==> src/rtl/detection_display_scheduler.sv <==
// Time-shares a 4-digit seven-segment display between front/side detection status and a
// saturating criminal-event counter, with per-sensor minimum hold time and fixed-rate scanning.
module detection_display_scheduler #(
    parameter int unsigned REFRESH_DIV = 100000,
    parameter int unsigned HOLD_CYCLES = 200000000
) (
    input  logic       clock,
    input  logic       reset_n,
    input  logic [1:0] Ffreq,
    input  logic [1:0] Sfreq,
    input  logic       clear,
    output logic [3:0] an,
    output logic [6:0] seg,
    output logic       dp
);
    localparam int unsigned   PW        = (REFRESH_DIV > 1) ? $clog2(REFRESH_DIV) : 1;
    localparam logic [PW-1:0] PRE_LAST  = PW'(REFRESH_DIV - 1);
    localparam logic [31:0]   HOLD_LOAD = 32'(HOLD_CYCLES - 1);

    typedef enum logic {StIdle, StHold} hold_state_e;

    logic [1:0]  r_q     [2];
    logic [1:0]  r_prev  [2];
    hold_state_e r_state [2];
    logic [1:0]  r_held  [2];
    logic [31:0] r_timer [2];
    logic [7:0]  r_cnt;
    logic [PW-1:0] r_pre;
    logic [1:0]  r_idx;

    logic [1:0]  w_code_in [2];
    logic [1:0]  w_rise;
    logic [8:0]  w_cnt_sum;
    logic [3:0]  w_an;
    logic [6:0]  w_seg;
    logic        w_dp;

    function automatic logic [6:0] f_hex(input logic [3:0] v);
        case (v)
            4'h0: f_hex = 7'b1000000;
            4'h1: f_hex = 7'b1111001;
            4'h2: f_hex = 7'b0100100;
            4'h3: f_hex = 7'b0110000;
            4'h4: f_hex = 7'b0011001;
            4'h5: f_hex = 7'b0010010;
            4'h6: f_hex = 7'b0000010;
            4'h7: f_hex = 7'b1111000;
            4'h8: f_hex = 7'b0000000;
            4'h9: f_hex = 7'b0010000;
            4'hA: f_hex = 7'b0001000;
            4'hB: f_hex = 7'b0000011;
            4'hC: f_hex = 7'b1000110;
            4'hD: f_hex = 7'b0100001;
            4'hE: f_hex = 7'b0000110;
            default: f_hex = 7'b0001110;
        endcase
    endfunction

    function automatic logic [6:0] f_status(input logic [1:0] held);
        case (held)
            2'd2:    f_status = 7'b1000110;
            2'd1:    f_status = 7'b0001110;
            default: f_status = 7'b0111111;
        endcase
    endfunction

    // Reserved code 3 is folded to "none" before it reaches any state.
    always_comb begin
        w_code_in[0] = (Ffreq == 2'd3) ? 2'd0 : Ffreq;
        w_code_in[1] = (Sfreq == 2'd3) ? 2'd0 : Sfreq;
        for (int i = 0; i < 2; i++) begin
            w_rise[i] = (r_q[i] == 2'd2) && (r_prev[i] != 2'd2);
        end
        w_cnt_sum = {1'b0, r_cnt} + 9'(w_rise[0]) + 9'(w_rise[1]);
    end

    always_ff @(posedge clock or negedge reset_n) begin
        if (!reset_n) begin
            for (int i = 0; i < 2; i++) begin
                r_q[i]    <= 2'd0;
                r_prev[i] <= 2'd0;
            end
        end else begin
            for (int i = 0; i < 2; i++) begin
                r_q[i]    <= w_code_in[i];
                r_prev[i] <= r_q[i];
            end
        end
    end

    always_ff @(posedge clock or negedge reset_n) begin
        if (!reset_n) begin
            for (int i = 0; i < 2; i++) begin
                r_state[i] <= StIdle;
                r_held[i]  <= 2'd0;
                r_timer[i] <= 32'd0;
            end
        end else begin
            for (int i = 0; i < 2; i++) begin
                if (clear) begin
                    r_state[i] <= StIdle;
                    r_held[i]  <= 2'd0;
                    r_timer[i] <= 32'd0;
                end else begin
                    case (r_state[i])
                        StIdle: begin
                            if (r_q[i] != 2'd0) begin
                                r_state[i] <= StHold;
                                r_held[i]  <= r_q[i];
                                r_timer[i] <= HOLD_LOAD;
                            end
                        end
                        default: begin
                            // Same code refreshes; criminal upgrades friendly, never the reverse.
                            if (r_q[i] == r_held[i] ||
                                (r_q[i] == 2'd2 && r_held[i] == 2'd1)) begin
                                r_held[i]  <= r_q[i];
                                r_timer[i] <= HOLD_LOAD;
                            end else if (r_timer[i] == 32'd0) begin
                                r_state[i] <= StIdle;
                                r_held[i]  <= 2'd0;
                            end else begin
                                r_timer[i] <= r_timer[i] - 32'd1;
                            end
                        end
                    endcase
                end
            end
        end
    end

    always_ff @(posedge clock or negedge reset_n) begin
        if (!reset_n) begin
            r_cnt <= 8'd0;
        end else if (clear) begin
            r_cnt <= 8'd0;
        end else begin
            r_cnt <= w_cnt_sum[8] ? 8'hFF : w_cnt_sum[7:0];
        end
    end

    always_ff @(posedge clock or negedge reset_n) begin
        if (!reset_n) begin
            r_pre <= '0;
            r_idx <= 2'd0;
        end else if (r_pre == PRE_LAST) begin
            r_pre <= '0;
            r_idx <= r_idx + 2'd1;
        end else begin
            r_pre <= r_pre + 1'b1;
        end
    end

    always_comb begin
        w_an = ~(4'b0001 << r_idx);
        w_dp = !((r_idx == 2'd3) && (r_cnt == 8'hFF));
        case (r_idx)
            2'd0:    w_seg = f_status(r_held[0]);
            2'd1:    w_seg = f_status(r_held[1]);
            2'd2:    w_seg = f_hex(r_cnt[3:0]);
            default: w_seg = f_hex(r_cnt[7:4]);
        endcase
    end

    // Enables and segments share one register so they switch on the same edge.
    always_ff @(posedge clock or negedge reset_n) begin
        if (!reset_n) begin
            an  <= 4'b1111;
            seg <= 7'b1111111;
            dp  <= 1'b1;
        end else begin
            an  <= w_an;
            seg <= w_seg;
            dp  <= w_dp;
        end
    end
endmodule

==> config.mk <==
export PLATFORM = sky130hd
export DESIGN_NAME = detection_display_scheduler
export DESIGN_NICKNAME = d
export VERILOG_FILES = /design/src/rtl/detection_display_scheduler.sv
export SDC_FILE = /design/constraint.sdc
export NUM_CORES = 1
export LEC_CHECK = 0
export ABC_AREA = 1
export CORE_ASPECT_RATIO = 0.7
export CORE_MARGIN = 2
export CORE_UTILIZATION = 43
export CTS_CLUSTER_SIZE = 25
export DETAILED_ROUTE_END_ITERATION = 10
export PLACE_DENSITY = 0.7
export SYNTH_ARGS = -nofsm -noshare
export SYNTH_HDL_FRONTEND = slang
export SYNTH_SLANG_ARGS = --single-unit
==> constraint.sdc <==
create_clock -name clock -period 2.8 [get_ports clock]
set_input_delay 0.42 -clock clock [delete_from_list [all_inputs] [get_ports clock]]
set_output_delay 0.42 -clock clock [all_outputs]
set_load 0.01 [all_outputs]
# After elaboration in Yosys (flattened, before gate mapping)
# Memory sizes are Yosys's and may differ from the RTL's.
# Index checks and enable logic that the tools add are counted.
[totals]
mem_count = 2
elab_cells = 104
rom_bits = 224
register_bits = 117
[op_classes]
eq_ne = 21
n_reduce_logical = 19
addsub = 6
shifts = 1
n_bitwise = 1
mux = 38
[mem_list]
columns = ["memory", "depth", "width", "read_ports", "rd_ports_with_merged_regs", "write_ports", "line", "source"]
rows = [
  ["(name not given)", 16, 7, 1, 0, 0, "39", "case (v)"],
  ["(name not given)", 16, 7, 1, 0, 0, "39", ""],
]
[ops]
columns = ["op", "n"]
rows = [
  ["$mux W32", 10],
  ["$logic_not A32 Y1", 2],
  ["$sub A32 B1 Y32 const B", 2],
  ["$pmux W7 S2", 2],
  ["$mux W2", 12],
  ["$pmux W7 S3", 1],
  ["$add A17 B1 Y17 const B", 1],
  ["$eq A17 B17 Y1 const B", 1],
  ["$mux W17", 1],
  ["$eq A2 B2 Y1 const B", 8],
  ["$mux W8", 2],
  ["$mux W1", 10],
  ["$add A8 B1 Y9", 1],
  ["$add A9 B1 Y9", 1],
  ["$eq A8 B8 Y1 const B", 1],
  ["$ne A4 B2 Y1 const B", 2],
  ["$ne A4 B4 Y1 const B", 2],
  ["$reduce_and A2 Y1", 4],
  ["$eq A2 B1 Y1 const B", 3],
  ["$reduce_bool A3 Y1", 2],
  ["$logic_and A1 B1 Y1", 5],
  ["$eq A2 B2 Y1", 2],
  ["$ne A2 B2 Y1 const B", 2],
  ["$not A4 Y4", 1],
  ["6 further kinds", 8],
]

# Longest topological paths before layout
[logic_depth]
ltp_word = 6
ltp_mapped = 13

# Worst setup path after synthesis
# OpenSTA, ideal clock, no wires.
[synth_timing]
path_type = "register to register"
startpoint = "reg r_q[0] (netlist name)"
endpoint = "reg r_cnt[7]"
path_buffers = 0
slack_ns = 0.761
required_ns = 2.736
setup_time_ns = 0.064
path_stages_with_launch = 14
t_arrival_ns = 1.975
path_cell_list = "dfrtp_1 > inv_1 > o211ai_1 > fa_1 > inv_1 > ha_1 > inv_1 > nor2_1 > inv_1 > nor3_1 > inv_1 > nand3_1 > nand2_1 > inv_1"
[synth_via]
elab_chain_cells = 5
[synth_lines]
columns = ["item", "line", "source"]
rows = [
  ["start: declaration", "22", "logic [1:0] r_q [2];"],
  ["start signal: indexed assignment", "85", "r_q[i] <= w_code_in[i];"],
  ["$eq A2 B2 Y1", "72", "w_rise[i] = (r_q[i] == 2'd2) && (r_prev[i] != 2'd2);"],
  ["$logic_and A1 B1 Y1", "72", ""],
  ["$add A9 B1 Y9", "74", "w_cnt_sum = {1'b0, r_cnt} + 9'(w_rise[0]) + 9'(w_rise[1]);"],
  ["$mux W8", "138", "r_cnt <= w_cnt_sum[8] ? 8'hFF : w_cnt_sum[7:0];"],
  ["$mux W8", "135", "end else if (clear) begin"],
  ["end signal: assignment", "138", ""],
  ["end: declaration", "27", "logic [7:0] r_cnt;"],
]
# No other way between the ends.
# A chain may end at the register's enable or synchronous reset.

# Worst setup path after layout
# Ends and elaborated chain as after synthesis.

==> results.md <==
* Setup-failing EPs final at 0
* Switch Pwr at approximately 1.3 mW
* Port bufs at 18
* First-pass GRT wire length at just under 30000 µm
* Finished Cell Area at ~0.0087 mm²
* Final Cycle Share at 0.852
* Post CTS Setup Buffer Count at 0
* Sequential Power Share at 0.390
* Post-synth EDFFs at 0
* Chip height at 116 µm
* CP Launch Type: register
* Initial DRC count at between 600 and 700
* Final worst path period need at ~2400 ps
* Post-route ant nets at 0
* GRT Total Usage at 0.194
* Core footprint at 0.0173 mm²
* Internal at 3.52 mW
* Share of layout cells above drive strength 1 at 0.103
* Clock Power Share at 0.474
* Asr flop ratio synth at 1.00
* Netlist Area Pre-Place at roughly 0.0077 mm²
* Cell Count, Final, Fillers Out at roughly 1.3k
* Yosys warns at 0
* Req. time, crit path at about 3200 ps
* Fin. Hold Viols at 0
* Sw Ratio at 0.275
* IO Pins at 19
* Post-CTS Hold Buffers at 1
* Die width at ~160 µm
* CTS sink count at 117
* Total power at approximately 5 mW
* Max-slew headroom at 0.410
* TNS Setup at 0 ps
* Dpl cell area at between 0.008 and 0.009 mm²
* WP data arrival at ~2700 ps
* Setup CP Type: reg -> reg
* CTS H-tree depth at 4
* Drt pass-1 iters at 7
* Yosys cell types at between 50 and 60
* Skew final at about 12 ps
* Site Rows at 40
* Clk buf depth at 2
* Max Cap Violations at 0
* Dpl cells at roughly 1.3k
* Syn Area/Cell at between 7 and 8 µm²
* Ys flop type: dfrtp_1
* Synth Register Bits at about 120
* RSZ-0062 raised after global routing: false
* Layout Utilization at 0.503
* Area Growth Syn to Fin at 13.8%
* Leak pwr at between 4 and 5 nW
* Sequential area share after synthesis at 0.384
* Worst Setup End Kind: register
* DRC errors left at 0
* Initial antenna violation count at 0
* Hpwl dp at roughly 13000 µm
* Post-Syn Instances at about 1.1k
* Pin count of the biggest net entering global routing at 55
* Total grt overflow at 0
* Clock Latency Late Sink at ~420 ps
* Vias in the first global route at between 5k and 6k
* Synth area leader: dfrtp_1
* Die area at about 0.019 mm²
* Initial core utilization at 0.442
* GP Congestion at 0.932
* FILL cells at ~1.7k
* Worst Path Max Fanout at 5
* Wire length per cell at 12.8 µm
* Syn nets at ~1.1k
* Comb power frac at 0.135
* Via density at about 5.0
* Tightest Pin Transition at 884 ps
* Root Buffer: clkbuf_16
* Net count reported at finish at about 1.1k
* Antenna cells at 0
* Drt total wl at 17300 µm
* Clk slew on worst S/H paths at roughly 50 ps
* Max Slew Vio Count at 0
* WHS Path Cells at 0
* Post-CTS sizing at 0
* Area contributors post-synth: dfrtp_1 (34%), nand2_1 (14%), nor2_1 (8.3%), inv_1 (7.2%), nand3_1 (5.4%)
* F_max at approximately 420 MHz
* CTS buffer count at 17
* Worst reg2reg path depth at 13
* Status: completed
* Max VDD drop at about 0.00044 V
* DR vias at ~6.8k
* Worst hold path class: reg -> reg
* Yosys top cell area share at 0.343
* PwrDens at between 500 and 600 mW/mm²
* TritonCTS clock tree: yes
-- worst paths after layout --
kind / startpoint / end / slack, ps
min reg2reg: r_q[0] / r_prev[0] / 410
min in group asynchronous: reset_n / r_pre[7] / 510
max: r_q[0] / r_cnt[7] / 410
max reg2reg: r_q[0] / r_cnt[7] / 410
max in group asynchronous: reset_n / an[0] / 1490
min: r_q[0] / r_prev[0] / 410
-- critical path, stage by stage (launching register included) --
cell	delay (ps)
dfrtp_1	390
inv_1	140
o211ai_1	150
fa_1	400
inv_1	100
ha_1	160
inv_1	50
nor2_1	150
inv_1	70
nor3_1	310
inv_1	170
nand3_1	110
nand2_1	60
inv_1	50
-- routing by layer --
layer	wire, µm	vias to the layer above	GRT usage
met2	6800	181	0.261
met3	925	16	0.0383
li1	-	3490	-
met5	0	-	0
met4	160	0	0.0637
met1	9410	3109	0.307
-- stage by stage --
| stage | setup slack [ps] | hold slack, ps |
|---|---|---|
| final | 414 | 410 |
| after global routing | 197 | 424 |
| after CTS | 421 | 415 |
| after detailed placement | 218 | 391 |
| after global placement | 294 | 391 |
| after floorplan | 761 | 124 |
-- synth_stat cells, types with 2 or more instances --
master	instances
nand2_1	287
nor2_1	169
inv_1	146
dfrtp_1	105
nand3_1	83
o21ai_0	43
ha_1	28
a21oi_1	26
nand4_1	26
o21ai_2	15
nor3_1	14
xor2_1	13
dfstp_2	12
nand2_2	10
o22ai_2	8
nor2_2	7
buf_6	6
clkbuf_1	6
nand3b_1	6
buf_2	5
nor2_4	5
o211ai_1	5
nor4_1	4
a31oi_1	3
buf_4	3
inv_2	3
nand2_4	3
o21ai_1	3
or2_2	3
and2_1	2
buf_1	2
clkinv_1	2
o22ai_1	2
o31ai_1	2
xnor2_1	2
-- flip-flops by register name, indices dropped and copies added (netlist names) --
| name | cells |
|---|---|
| r_held | 4 |
| r_cnt | 8 |
| r_idx | 2 |
| an | 4 |
| dp | 1 |
| r_timer | 64 |
| r_prev | 4 |
| r_state | 2 |
| r_q | 4 |
| seg | 7 |
| r_pre | 17 |
-- cell families after synthesis --
group,synth area share
DFF,0.384
and+or+nand+nor,0.357
adders and majority gates,0.0484
AOI/OAI and AO/OA,0.100
xor gates and xnor gates,0.0172
buffers and inverters,0.0930
-- cell usage in the layout (no fill, tap or decap), types with 6 or more instances in the layout --
cell / instances
dfrtp_1: 105
nor2_1: 169
nand2_2: 10
o21ai_2: 15
dfstp_2: 12
o22ai_2: 8
clkbuf_16: 17
clkdlybuf4s50_1: 17
o21ai_0: 43
xor2_1: 13
inv_1: 146
nand4_1: 26
a21oi_1: 26
nor3_1: 14
ha_1: 28
nand3_1: 83
nand2_1: 287
buf_4: 12
nor2_2: 7
nand3b_1: 6
-- power by group through the flow --
stage | clock network (mW) | registers, mW | logic [mW]
2_1_floorplan | 0 | 1.90 | 0.478
3_3_place_gp | 0 | 1.92 | 0.641
3_5_place_dp | 0 | 1.92 | 0.651
4_1_cts | 2.35 | 1.89 | 0.657
5_1_grt | 2.44 | 1.91 | 0.751
6_report | 2.30 | 1.90 | 0.657
-- final cells by class --
class                           instances  area, µm²  share of cell area
Multi-Input combinational cell        785       4000               0.459
Sequential cell                       117       2940               0.338
Inverter                              151        567              0.0650
Clock buffer                           20        447              0.0512
Timing Repair Buffer                   31        290              0.0333
Tap cell                              231        289              0.0332
Clock inverter                         12        179              0.0205
Power figures use the tool's default switching activity.
